## src/rtl/mem_stream_reader_if.sv

```systemverilog
// Bundle of command, memory-read and output-stream signals for mem_stream_reader.
// The master modport is the reader's view; slave is the surrounding environment.
interface mem_stream_reader_if #(
    parameter int DATA_WIDTH = 32,
    parameter int ADDR_WIDTH = 9,
    parameter int LEN_WIDTH  = 10
) ();
    logic [ADDR_WIDTH-1:0] cmdAddrIn;
    logic [LEN_WIDTH-1:0]  cmdLenIn;
    logic                  cmdValidIn;
    logic                  cmdReadyOut;
    logic [ADDR_WIDTH-1:0] memAddrOut;
    logic                  memRdEnOut;
    logic [DATA_WIDTH-1:0] memDataIn;
    logic [DATA_WIDTH-1:0] dataOut;
    logic                  validOut;
    logic                  readyIn;
    logic                  lastOut;
    logic                  busyOut;
    logic                  doneOut;

    modport master (
        input  cmdAddrIn, cmdLenIn, cmdValidIn, memDataIn, readyIn,
        output cmdReadyOut, memAddrOut, memRdEnOut, dataOut, validOut,
        output lastOut, busyOut, doneOut
    );

    modport slave (
        output cmdAddrIn, cmdLenIn, cmdValidIn, memDataIn, readyIn,
        input  cmdReadyOut, memAddrOut, memRdEnOut, dataOut, validOut,
        input  lastOut, busyOut, doneOut
    );
endinterface

```

## src/rtl/mem_stream_reader.sv

```systemverilog
// Command-driven sequential RAM reader that streams words on valid/ready,
// absorbing backpressure in a 2-entry register buffer.
module mem_stream_reader #(
    parameter int DATA_WIDTH = 32,
    parameter int ADDR_WIDTH = 9,
    parameter int LEN_WIDTH  = 10
) (
    input  logic               clkIn,
    input  logic               rstIn,
    mem_stream_reader_if.master bus
);
    typedef enum logic [1:0] {
        IDLE  = 2'd0,
        RUN   = 2'd1,
        DRAIN = 2'd2
    } state_t;

    state_t                stateR;
    logic [ADDR_WIDTH-1:0] rdPtrR;
    logic [LEN_WIDTH-1:0]  issueRemR;
    logic [LEN_WIDTH-1:0]  beatRemR;
    logic                  inflightR;
    logic                  cmdReadyR;
    logic                  busyR;
    logic                  doneR;
    logic [1:0]            bufCountR;
    logic [DATA_WIDTH-1:0] buf0R;
    logic [DATA_WIDTH-1:0] buf1R;

    logic                  popS;
    logic                  issueS;
    logic                  finishS;
    logic [1:0]            occS;

    // Issue/pop/finish decisions; issue sees the same-cycle pop so a freed slot refills at once.
    always_comb begin
        popS    = 1'b0;
        issueS  = 1'b0;
        finishS = 1'b0;
        occS    = bufCountR + {1'b0, inflightR};
        if (bufCountR != 2'd0) begin
            popS = bus.readyIn;
        end else begin
            popS = 1'b0;
        end
        if ((stateR == RUN) && (issueRemR != {LEN_WIDTH{1'b0}}) &&
            ({1'b0, occS} < (3'd2 + {2'b00, popS}))) begin
            issueS = 1'b1;
        end else begin
            issueS = 1'b0;
        end
        if ((stateR == DRAIN) && !inflightR &&
            ((beatRemR == {LEN_WIDTH{1'b0}}) ||
             ((beatRemR == LEN_WIDTH'(1)) && popS))) begin
            finishS = 1'b1;
        end else begin
            finishS = 1'b0;
        end
    end

    // Control FSM with its registered status outputs and counters.
    always_ff @(posedge clkIn or posedge rstIn) begin
        if (rstIn) begin
            stateR    <= IDLE;
            rdPtrR    <= {ADDR_WIDTH{1'b0}};
            issueRemR <= {LEN_WIDTH{1'b0}};
            beatRemR  <= {LEN_WIDTH{1'b0}};
            inflightR <= 1'b0;
            cmdReadyR <= 1'b1;
            busyR     <= 1'b0;
            doneR     <= 1'b0;
        end else begin
            doneR     <= 1'b0;
            inflightR <= issueS;
            if (popS) begin
                beatRemR <= beatRemR - LEN_WIDTH'(1);
            end
            case (stateR)
                IDLE: begin
                    if (bus.cmdValidIn) begin
                        rdPtrR    <= bus.cmdAddrIn;
                        issueRemR <= bus.cmdLenIn;
                        beatRemR  <= bus.cmdLenIn;
                        cmdReadyR <= 1'b0;
                        busyR     <= 1'b1;
                        stateR    <= (bus.cmdLenIn != {LEN_WIDTH{1'b0}}) ? RUN : DRAIN;
                    end else begin
                        busyR <= 1'b0;
                    end
                end
                RUN: begin
                    if (issueS) begin
                        rdPtrR    <= rdPtrR + ADDR_WIDTH'(1);
                        issueRemR <= issueRemR - LEN_WIDTH'(1);
                        if (issueRemR == LEN_WIDTH'(1)) begin
                            stateR <= DRAIN;
                        end
                    end
                end
                DRAIN: begin
                    // busyR stays high through the done cycle, which is already IDLE.
                    if (finishS) begin
                        stateR    <= IDLE;
                        doneR     <= 1'b1;
                        cmdReadyR <= 1'b1;
                    end
                end
                default: begin
                    stateR    <= IDLE;
                    cmdReadyR <= 1'b1;
                    busyR     <= 1'b0;
                end
            endcase
        end
    end

    // Two-entry FIFO fed by returning read data; buf0R is always the head.
    always_ff @(posedge clkIn or posedge rstIn) begin
        if (rstIn) begin
            bufCountR <= 2'd0;
            buf0R     <= {DATA_WIDTH{1'b0}};
            buf1R     <= {DATA_WIDTH{1'b0}};
        end else begin
            case ({inflightR, popS})
                2'b10: begin
                    if (bufCountR == 2'd0) begin
                        buf0R <= bus.memDataIn;
                    end else begin
                        buf1R <= bus.memDataIn;
                    end
                    bufCountR <= bufCountR + 2'd1;
                end
                2'b01: begin
                    buf0R     <= buf1R;
                    bufCountR <= bufCountR - 2'd1;
                end
                2'b11: begin
                    if (bufCountR == 2'd1) begin
                        buf0R <= bus.memDataIn;
                    end else begin
                        buf0R <= buf1R;
                        buf1R <= bus.memDataIn;
                    end
                end
                default: begin
                    bufCountR <= bufCountR;
                end
            endcase
        end
    end

    assign bus.cmdReadyOut = cmdReadyR;
    assign bus.memAddrOut  = rdPtrR;
    assign bus.memRdEnOut  = issueS;
    assign bus.dataOut     = buf0R;
    assign bus.validOut    = (bufCountR != 2'd0);
    assign bus.lastOut     = (bufCountR != 2'd0) && (beatRemR == LEN_WIDTH'(1));
    assign bus.busyOut     = busyR;
    assign bus.doneOut     = doneR;
endmodule

```

## src/flat_wrapper.sv

```systemverilog
// flat-port wrapper written by rule: the top's interface ports become plain ports
module mem_stream_reader_flat 
#(
    parameter int DATA_WIDTH = 32,
    parameter int ADDR_WIDTH = 9,
    parameter int LEN_WIDTH  = 10
)
  (clkIn, rstIn, bus_cmdAddrIn, bus_cmdLenIn, bus_cmdValidIn, bus_memDataIn, bus_readyIn, bus_cmdReadyOut, bus_memAddrOut, bus_memRdEnOut, bus_dataOut, bus_validOut, bus_lastOut, bus_busyOut, bus_doneOut);
  mem_stream_reader_if #(.DATA_WIDTH(DATA_WIDTH), .ADDR_WIDTH(ADDR_WIDTH), .LEN_WIDTH(LEN_WIDTH)) bus_i ();
  input  logic clkIn;
  input  logic rstIn;
  input wire logic [$bits(bus_i.cmdAddrIn)-1:0] bus_cmdAddrIn;
  input wire logic [$bits(bus_i.cmdLenIn)-1:0] bus_cmdLenIn;
  input wire logic [$bits(bus_i.cmdValidIn)-1:0] bus_cmdValidIn;
  input wire logic [$bits(bus_i.memDataIn)-1:0] bus_memDataIn;
  input wire logic [$bits(bus_i.readyIn)-1:0] bus_readyIn;
  output wire logic [$bits(bus_i.cmdReadyOut)-1:0] bus_cmdReadyOut;
  output wire logic [$bits(bus_i.memAddrOut)-1:0] bus_memAddrOut;
  output wire logic [$bits(bus_i.memRdEnOut)-1:0] bus_memRdEnOut;
  output wire logic [$bits(bus_i.dataOut)-1:0] bus_dataOut;
  output wire logic [$bits(bus_i.validOut)-1:0] bus_validOut;
  output wire logic [$bits(bus_i.lastOut)-1:0] bus_lastOut;
  output wire logic [$bits(bus_i.busyOut)-1:0] bus_busyOut;
  output wire logic [$bits(bus_i.doneOut)-1:0] bus_doneOut;
  assign bus_i.cmdAddrIn = bus_cmdAddrIn;
  assign bus_i.cmdLenIn = bus_cmdLenIn;
  assign bus_i.cmdValidIn = bus_cmdValidIn;
  assign bus_i.memDataIn = bus_memDataIn;
  assign bus_i.readyIn = bus_readyIn;
  assign bus_cmdReadyOut = bus_i.cmdReadyOut;
  assign bus_memAddrOut = bus_i.memAddrOut;
  assign bus_memRdEnOut = bus_i.memRdEnOut;
  assign bus_dataOut = bus_i.dataOut;
  assign bus_validOut = bus_i.validOut;
  assign bus_lastOut = bus_i.lastOut;
  assign bus_busyOut = bus_i.busyOut;
  assign bus_doneOut = bus_i.doneOut;
  mem_stream_reader #(.DATA_WIDTH(DATA_WIDTH), .ADDR_WIDTH(ADDR_WIDTH), .LEN_WIDTH(LEN_WIDTH)) u_core (.clkIn(clkIn), .rstIn(rstIn), .bus(bus_i));
endmodule
```

## config.mk

```make
export PLATFORM = sky130hd
export DESIGN_NAME = mem_stream_reader_flat
export DESIGN_NICKNAME = d
export VERILOG_FILES = /design/src/rtl/mem_stream_reader_if.sv /design/src/rtl/mem_stream_reader.sv /design/src/flat_wrapper.sv
export SDC_FILE = /design/constraint.sdc
export NUM_CORES = 1
export LEC_CHECK = 0
export CAP_MARGIN = 20
export CORE_ASPECT_RATIO = 1.4
export CORE_MARGIN = 4
export CORE_UTILIZATION = 35
export DETAILED_ROUTE_END_ITERATION = 8
export PLACE_DENSITY = 0.57
export SYNTH_ARGS = -nofsm -noshare
export SYNTH_HDL_FRONTEND = slang
export SYNTH_SLANG_ARGS = --single-unit
```

## constraint.sdc

```tcl
create_clock -name clkIn -period 9.05 [get_ports clkIn]
set_input_delay 2.2625 -clock clkIn [delete_from_list [all_inputs] [get_ports clkIn]]
set_output_delay 2.2625 -clock clkIn [all_outputs]
set_load 0.02 [all_outputs]
```

# Word level (Yosys, flattened, before mapping)
# Cells that the tools add are included.
dict set report word_totals {
  reg_bits 101
  in_bits 55
  output_inout_bits 47
  elab_cells 91
}
dict set report op_classes {
  addsub 7
  order_cmp 1
  n_eq_ne 15
  n_mux 32
  bitwise_logic 1
  reduce_logical 24
}
# op n
set op_table {}
lappend op_table {{two-way mux 32 bit} 4}
lappend op_table {{case mux 32 bit (3 select lines)} 1}
lappend op_table {{case mux 32 bit (2 select lines)} 1}
lappend op_table {{two-way mux 10 bit} 5}
lappend op_table {{equality test 10 x 1 -> 1 bit, second input constant} 2}
lappend op_table {{case mux 10 bit (2 select lines)} 1}
lappend op_table {{nonzero test 10 bit} 2}
lappend op_table {{subtractor 10 x 1 -> 10 bit, second input constant} 2}
lappend op_table {{two-way mux 9 bit} 2}
lappend op_table {{case mux 9 bit (2 select lines)} 1}
lappend op_table {{logical NOT 10 bit} 1}
lappend op_table {{two-way mux 2 bit} 5}
lappend op_table {{adder 9 x 1 -> 9 bit, second input constant} 1}
lappend op_table {{AND reduction 3 bit} 3}
lappend op_table {{two-way mux 1 bit} 8}
lappend op_table {{inequality test 2 bit, second input constant} 4}
lappend op_table {{nonzero test 2 bit} 4}
lappend op_table {{equality test 2 x 1 -> 1 bit, second input constant} 3}
lappend op_table {{equality test 2 bit, second input constant} 3}
lappend op_table {{logical AND 1 bit} 6}
lappend op_table {{inequality test 2 x 1 -> 1 bit, second input constant} 3}
lappend op_table {{case mux 2 bit (3 select lines)} 1}
lappend op_table {{logical NOT 2 bit} 2}
lappend op_table {{case mux 2 bit (2 select lines)} 1}
lappend op_table {{other kinds (14)} 14}

# Depth between registers and ports, before layout
# Gate-level depths: netlist of the first run.
dict set report depth {
  depth_word 8
  ltp_mapped 10
  mapped_depth_nobuf 9
}

# Least setup slack after synthesis of the first run
# Ideal clock, no wire load.
dict set report synth_path {
  kind {input-to-output}
  startpoint {in bus_readyIn}
  endpoint {out bus_memRdEnOut}
  arrival_time_ps 2937
  t_required_ps 6787
  setup_slack_ps 3850
  path_stages 3
  path_buffers 0
  cell_sequence {nor3b_1 > or2_1 > and3_1}
}
dict set report synth_between {
  elab_chain_len 5
}
# item line_no
set synth_lines {}
lappend synth_lines {{start: declaration} flat_wrapper.sv:16} ;# input wire logic [$bits(bus_i.readyIn)-1:0] bus_readyIn;
lappend synth_lines {{two-way mux 1 bit} mem_stream_reader.sv:41} ;# if (bufCountR != 2'd0) begin
lappend synth_lines {{adder 2 x 1 -> 3 bit} mem_stream_reader.sv:47} ;# ({1'b0, occS} < (3'd2 + {2'b00, popS}))) begin
lappend synth_lines {{less-than comparator 2 x 3 -> 1 bit} mem_stream_reader.sv:47}
lappend synth_lines {{logical AND 1 bit} mem_stream_reader.sv:46} ;# if ((stateR == RUN) && (issueRemR != {LEN_WIDTH{1'b0}}) &&
lappend synth_lines {{two-way mux 1 bit} mem_stream_reader.sv:46}
lappend synth_lines {{end: declaration} flat_wrapper.sv:19} ;# output wire logic [$bits(bus_i.memRdEnOut)-1:0] bus_memRdEnOut;
# No other way between the ends.

# Worst setup path after layout of the first run
# Ends and elaborated chain as after synthesis.

==> metrics.txt, run 1 <==
switching pwr=0.963 mW; Worst R2R End=u_core.buf1R[13]$_DFFE_PP0P_; RR Startpoint=u_core.bufCountR[0]$_DFFE_PP0P_; Final #Nets=645; IR drop worst, VDD=0.000141 V; RSZ-0062 raised after global routing=false; Final Hold Viols=0; sw frac=0.406; PD cells=364 nW/um^2; Pre-antenna DRT Iters=4; library cells used by synthesis=67; Synth Register Bits=101; Logic pwr share=0.473; FP Rows=51; CP Buf/Inv Count=2; leakage=2.64 nW; Hold Path Depth=2; initial DRC count=122; HPWL after detailed placement=9090 um; critical path's top delay family=buffers and inverters; final setup fails=0; cts bufs inserted=9; largest net degree at the start of global routing=73; hold_buf cts=0; Pint=1.41 mW; Final Skew=0.0100 ns; postcts setup bufs=0; Mapped Cells=483; clock period minus final worst setup slack=6.35 ns; M1 GR Usage=0.203; Mapped Area=4950 um^2; worst min path class=register to register; Clock power frac=0.171; IO Port Bufs=101; WL final=12600 um; Max Cap Viol=0; die width=109 um; maximum net fanout on the critical path=3; Worst Setup Path Type=input pin to primary output; Worst-Skew Late Latency=0.35 ns; die area=16200 um^2; clock slew at reported path FFs=0.07 ns; period utilization=0.702; Critical Path, Cell by Cell=clkdlybuf4s50_1, nor3b_1, or2_1, and3_1, clkdlybuf4s50_1; sequential share of the synthesized area=0.510; CTS max path bufs=2; RePlAce Congestion=0.873; Starting Density=0.356; status=completed; initial antenna violation count=0; Final TNS setup=0 ns; antenna fix cells=0; met2 usage=0.270; M3 GR Usage=0.0307; post-cts sizing count=0; Core ar.=13900 um^2; H-tree levels=3; gr ovfl total=0; Syn Nets=553; worst path arrival time=4.09 ns; placed insts=749; crit-path most repeated cell=clkdlybuf4s50_1; CP Capture Type=primary output; share of layout cells above drive strength 1=0.0707; DR vias/cell=5.27; Seq pwr share=0.356; Sink Count=101; critical path's largest stage delay=0.63 ns; slew at the pin with the worst max-slew slack=0.913 ns; Async S/R FF share, synth=1.00; GR Util All Layers=0.161; first-pass GRT wire length=20700 um; final std cells w/o fill=765; TritonCTS clock tree=built; worst hold slack=0.480 ns; WP data required=6.79 ns; Hold EP=u_core.bus.dataOut[4]$_DFFE_PP0P_; GRT busiest layer=met2; Pins Over Slew Limit=0; ys flop type=dfrtp_1; number of global-route vias before repair=4042; chip height=149 um; worst hold start=u_core.bus.dataOut[4]$_DFFE_PP0P_; CTS root buffer=clkbuf_16; average size of a mapped cell=10.3 um^2; max frequency=0.157 GHz; number of synthesized flops with an enable pin=0; r2r worst-path depth=10; Crit-path slowest cell=clkdlybuf4s50_1; DRC viols=0; routed vias=4033; Syn-to-layout area delta=31.6%; YS warnings=0; Final ANT Viol Nets=0; r2r setup slk=6.30 ns; I/O pin count=102; max_slew headroom=0.391; type of origin of the critical path=input pin; wire length per cell=16.4 um
==> worst max path at each step <==
| stage | slack [ns] | from | to | cells past startpoint |
|---|---|---|---|---|
| 6_report | 2.70 | bus_readyIn | bus_memRdEnOut | 5 |
| 5_1_grt | 2.58 | bus_readyIn | bus_memRdEnOut | 5 |
| 4_1_cts | 2.71 | bus_readyIn | bus_memRdEnOut | 5 |
| 3_5_place_dp | 2.73 | bus_readyIn | bus_memRdEnOut | 5 |
| 3_3_place_gp | 2.72 | bus_readyIn | bus_memRdEnOut | 5 |
| 2_1_floorplan | 3.85 | bus_readyIn | bus_memRdEnOut | 3 |
==> registers in the layout (all words and copies together), names as in the netlist <==
| register | flops |
|---|---|
| u_core.bus.doneOut | 1 |
| u_core.bus.busyOut | 1 |
| u_core.bufCountR | 2 |
| u_core.beatRemR | 10 |
| u_core.issueRemR | 10 |
| u_core.bus.memAddrOut | 9 |
| u_core.bus.dataOut | 32 |
| u_core.stateR | 2 |
| u_core.inflightR | 1 |
| u_core.bus.cmdReadyOut | 1 |
| u_core.buf1R | 32 |
==> final cells by class <==
class	count	area, um^2
clock buffers	9	225
fillers	1357	7390
clock inverters	7	91.3
flip-flops and latches	101	2530
inverters	17	66.3
well taps	185	231
multi-input cells	339	2280
repair buffers	107	1100
==> cell usage in the layout (no fill, tap or decap), drive strengths merged, types with 3 or more instances in the layout <==
cell           Yosys  layout
inv               16      19
clkbuf            19       9
and4               3       3
nor3               7       7
nand3             10      10
nand4              3       3
or3                3       3
nor2              24      24
a211oi             6       6
dfrtp            100     100
clkinv             1       3
o22ai              6       6
and3               4       4
nand2             64      64
clkdlybuf4s50      0     101
nor2b              3       3
xnor2              8       8
xor2               3       3
a31oi              3       3
ha                15      15
buf                7       6
mux2              32      32
o211ai             3       3
a22oi             33      33
nor4               9       9
o21ai             45      45
a21oi             21      21
==> power groups by stage <==
| stage | clock (mW) | sequential [mW] | combinational [mW] |
|---|---|---|---|
| 4_1_cts | 0.415 | 0.845 | 1.14 |
| 5_1_grt | 0.437 | 0.879 | 1.24 |
| 3_5_place_dp | 0 | 0.853 | 1.13 |
| 6_report | 0.406 | 0.845 | 1.12 |
| 2_1_floorplan | 0 | 0.925 | 0.628 |
| 3_3_place_gp | 0 | 0.841 | 1.09 |
==> per-layer routing <==
layer,vias to the layer above,routed length (um),share of wire
li1,1942,-,-
met1,1947,5410,0.43
met2,124,6090,0.48
met3,20,748,0.060
met4,0,311,0.025
met5,-,0,0
==> per-stage QoR <==
stage / setup slack (ns) / utilization / total power [mW] / area, um^2
3_3_place_gp: 2.72 / 0.442 / 1.93 / 6150
2_1_floorplan: 3.85 / - / 1.55 / 4950
4_1_cts: 2.71 / 0.469 / 2.40 / 6520
5_1_grt: 2.58 / 0.469 / 2.55 / 6520
6_report: 2.70 / 0.469 / 2.37 / 6520
3_5_place_dp: 2.73 / 0.446 / 1.99 / 6200
==> worst reg2reg max path: stages, from the launching register on <==
cell	delay, ns
dfrtp_1	0.42
inv_1	0.07
ha_1	0.28
inv_2	0.09
nand2_1	0.10
inv_2	0.18
ha_1	0.33
o21ai_1	0.15
a21oi_4	0.42
buf_16	0.24
mux2_1	0.35
==> Yosys cell counts (6+ instances only) <==
library cell / instances / area [um^2]
a22oi_1: 33 / 248
a21oi_1: 20 / 100
a211oi_1: 6 / 45.0
o21ai_1: 16 / 80.1
clkbuf_1: 19 / 71.3
nand2_1: 63 / 236
o21ai_0: 28 / 140
dfrtp_1: 100 / 2500
nor3_1: 6 / 30.0
o22ai_1: 6 / 37.5
inv_1: 14 / 52.6
ha_1: 15 / 188
buf_2: 6 / 30.0
nand3_1: 10 / 50.1
mux2_1: 30 / 338
xnor2_1: 8 / 70.1
nor2_1: 24 / 90.1
nor4_1: 8 / 50.1
==> cells by family after synthesis <==
family,share of synthesized area
AO/OA/AOI/OAI,0.188
XOR/XNOR,0.0194
adder cells (fa/ha/maj),0.0379
buffers and inverters,0.0341
flip-flops,0.510
multiplexers,0.0768
AND/OR/NAND/NOR,0.134
Note: power is estimated with default switching activity, not from simulation.
==> run 2, diff against run 1 <==
==> constraint.sdc (replaced) <==
create_clock -name clkIn -period 5.9 [get_ports clkIn]
set_input_delay 1.475 -clock clkIn [delete_from_list [all_inputs] [get_ports clkIn]]
set_output_delay 1.475 -clock clkIn [all_outputs]
set_load 0.02 [all_outputs]
==> run 2 against run 1 <==
  * Die area unchanged
  * Largest power group unchanged
  * Largest cell class unchanged
  * Core utilization down 0.16 points
  * Wire length up 0.33%
  * Critical path type unchanged
==> metrics.txt, run 2 (synthesis gave the netlist of run 1 again) <==
FP Rows=51 (unchanged); initial antenna violation count=0 (unchanged); Final TNS setup=0 ns (unchanged); initial DRC count=177 (was 122); slew at the pin with the worst max-slew slack=0.857 ns (was 0.913 ns); Pre-antenna DRT Iters=4 (unchanged); IO Port Bufs=101 (unchanged); max frequency=0.210 GHz; cts bufs inserted=9 (unchanged); WL final=12600 um (about the same); most frequent cells in the layout=clkdlybuf4s50_1 (101), dfrtp_1 (100), nand2_1 (63) (unchanged); Final #Nets=645 (unchanged); share of layout cells above drive strength 1=0.0707 (unchanged); number of global-route vias before repair=4100 (was 4042); r2r worst-path depth=10 (unchanged); IR drop worst, VDD=0.000214 V (was 0.000141 V); Starting Density=0.356 (unchanged); maximum net fanout on the critical path=3 (unchanged); first-pass GRT wire length=20600 um (was 20700 um); Fill cells=1388 (was 1357); Final Skew=0.00987 ns (was 0.0100 ns); chip height=149 um (unchanged); M1 GR Usage=0.197 (was 0.203); Hold Path Depth=2 (unchanged); Core ar.=13900 um^2 (unchanged); die area=16200 um^2 (unchanged); Sink Count=101 (unchanged); Pins Over Slew Limit=0 (unchanged); Worst-Skew Late Latency=0.34 ns (was 0.35 ns); hold_buf cts=0 (unchanged); post-cts sizing count=0 (unchanged); postcts setup bufs=0 (unchanged); r2r setup slk=3.19 ns (was 6.30 ns); leakage=2.63 nW (was 2.64 nW); H-tree levels=3 (unchanged); gr ovfl total=0 (unchanged); met2 usage=0.272 (was 0.270); Final ANT Viol Nets=0 (unchanged); clock period minus final worst setup slack=4.76 ns; RePlAce Congestion=0.860 (was 0.873); DR vias/cell=5.30 (was 5.27); Max Cap Viol=0 (unchanged); Syn-to-layout area delta=31.1% (was 31.6%); PD cells=554 nW/um^2 (was 364 nW/um^2); HPWL after detailed placement=9110 um (was 9090 um); worst path arrival time=3.28 ns (was 4.09 ns); CTS root buffer=clkbuf_16 (unchanged); Final Hold Viols=0 (unchanged); CP Capture Type=primary output (unchanged); die width=109 um (unchanged); final setup fails=0 (unchanged); I/O pin count=102 (unchanged); routed vias=4054 (was 4033); worst min path class=register to register (unchanged); Worst Setup Path Type=input pin to primary output (unchanged); TritonCTS clock tree=built (unchanged); type of origin of the critical path=input pin (unchanged); wire length per cell=16.5 um (was 16.4 um); DRC viols=0 (unchanged); status=completed (unchanged); commonest non-fill, non-tap cell in the layout=clkdlybuf4s50_1 (unchanged); period utilization=0.807; Total Power=3.60 mW (was 2.37 mW); M3 GR Usage=0.0346 (was 0.0307); clock slew at reported path FFs=0.07 ns (about the same); largest net degree at the start of global routing=68 (was 73); GRT busiest layer=met2 (unchanged); RSZ-0062 raised after global routing=false (unchanged); antenna fix cells=0 (unchanged); max_slew headroom=0.428 (was 0.391); CTS max path bufs=2 (unchanged); WP data required=4.43 ns (was 6.79 ns); GR Util All Layers=0.159 (was 0.161)
[run 2: cell count changes in the layout (fill, tap and decap cells not counted), sizes merged]
cell | before | now
bufinv | 1 | 0
clkbuf | 9 | 10
clkinvlp | 1 | 2
inv | 19 | 18
[run 2: area by class of cell]
type                    instances  area [um^2]  area share
clock inverters                 6         55.1     0.00847
flip-flops and latches        101         2530       0.389
well taps                     185          231      0.0356
clock buffers                  10          239      0.0368
inverters                      17         66.3      0.0102
repair buffers                107         1100       0.169
multi-input cells             339         2280       0.351
[run 2: worst paths after layout]
path / start / endpoint
max: bus_readyIn / bus_memRdEnOut
min: u_core.bus.dataOut[7]$_DFFE_PP0P_ / u_core.bus.dataOut[7]$_DFFE_PP0P_
max reg2reg: u_core.bufCountR[0]$_DFFE_PP0P_ / u_core.buf1R[7]$_DFFE_PP0P_
min reg2reg: u_core.bus.dataOut[7]$_DFFE_PP0P_ / u_core.bus.dataOut[7]$_DFFE_PP0P_
max in group asynchronous: rstIn / u_core.buf1R[2]$_DFFE_PP0P_
min in group asynchronous: rstIn / u_core.buf1R[29]$_DFFE_PP0P_
[run 2: layer usage]
| layer | wire length [um] | part of all wire |
|---|---|---|
| met3 | 756 | 0.060 |
| met2 | 6180 | 0.49 |
| met5 | 0 | 0 |
| met4 | 259 | 0.021 |
| met1 | 5400 | 0.43 |
[run 2: report_power, final]
| group | internal, mW | total, mW | switching, mW |
|---|---|---|---|
| Sequential | 1.04 | 1.29 | 0.256 |
| Clock | 0.305 | 0.575 | 0.270 |
| Combinational | 0.785 | 1.73 | 0.946 |
[run 2: per-stage QoR]
step	setup slack (ns)	area (um^2)	hold slack, ns	util	cells
after detailed placement	1.17	6170	0.473	0.444	748
after global placement	1.15	6150	0.464	0.442	747
after floorplan	1.78	4950	0.459	-	483
after global routing	0.968	6500	0.497	0.467	765
final	1.14	6500	0.483	0.467	765
after CTS	1.15	6470	0.488	0.465	764
[run 2: critical path, stage by stage]
cell	delay, ns
clkdlybuf4s50_1	0.50
nor3b_1	0.28
or2_1	0.20
and3_1	0.20
clkdlybuf4s50_1	0.63
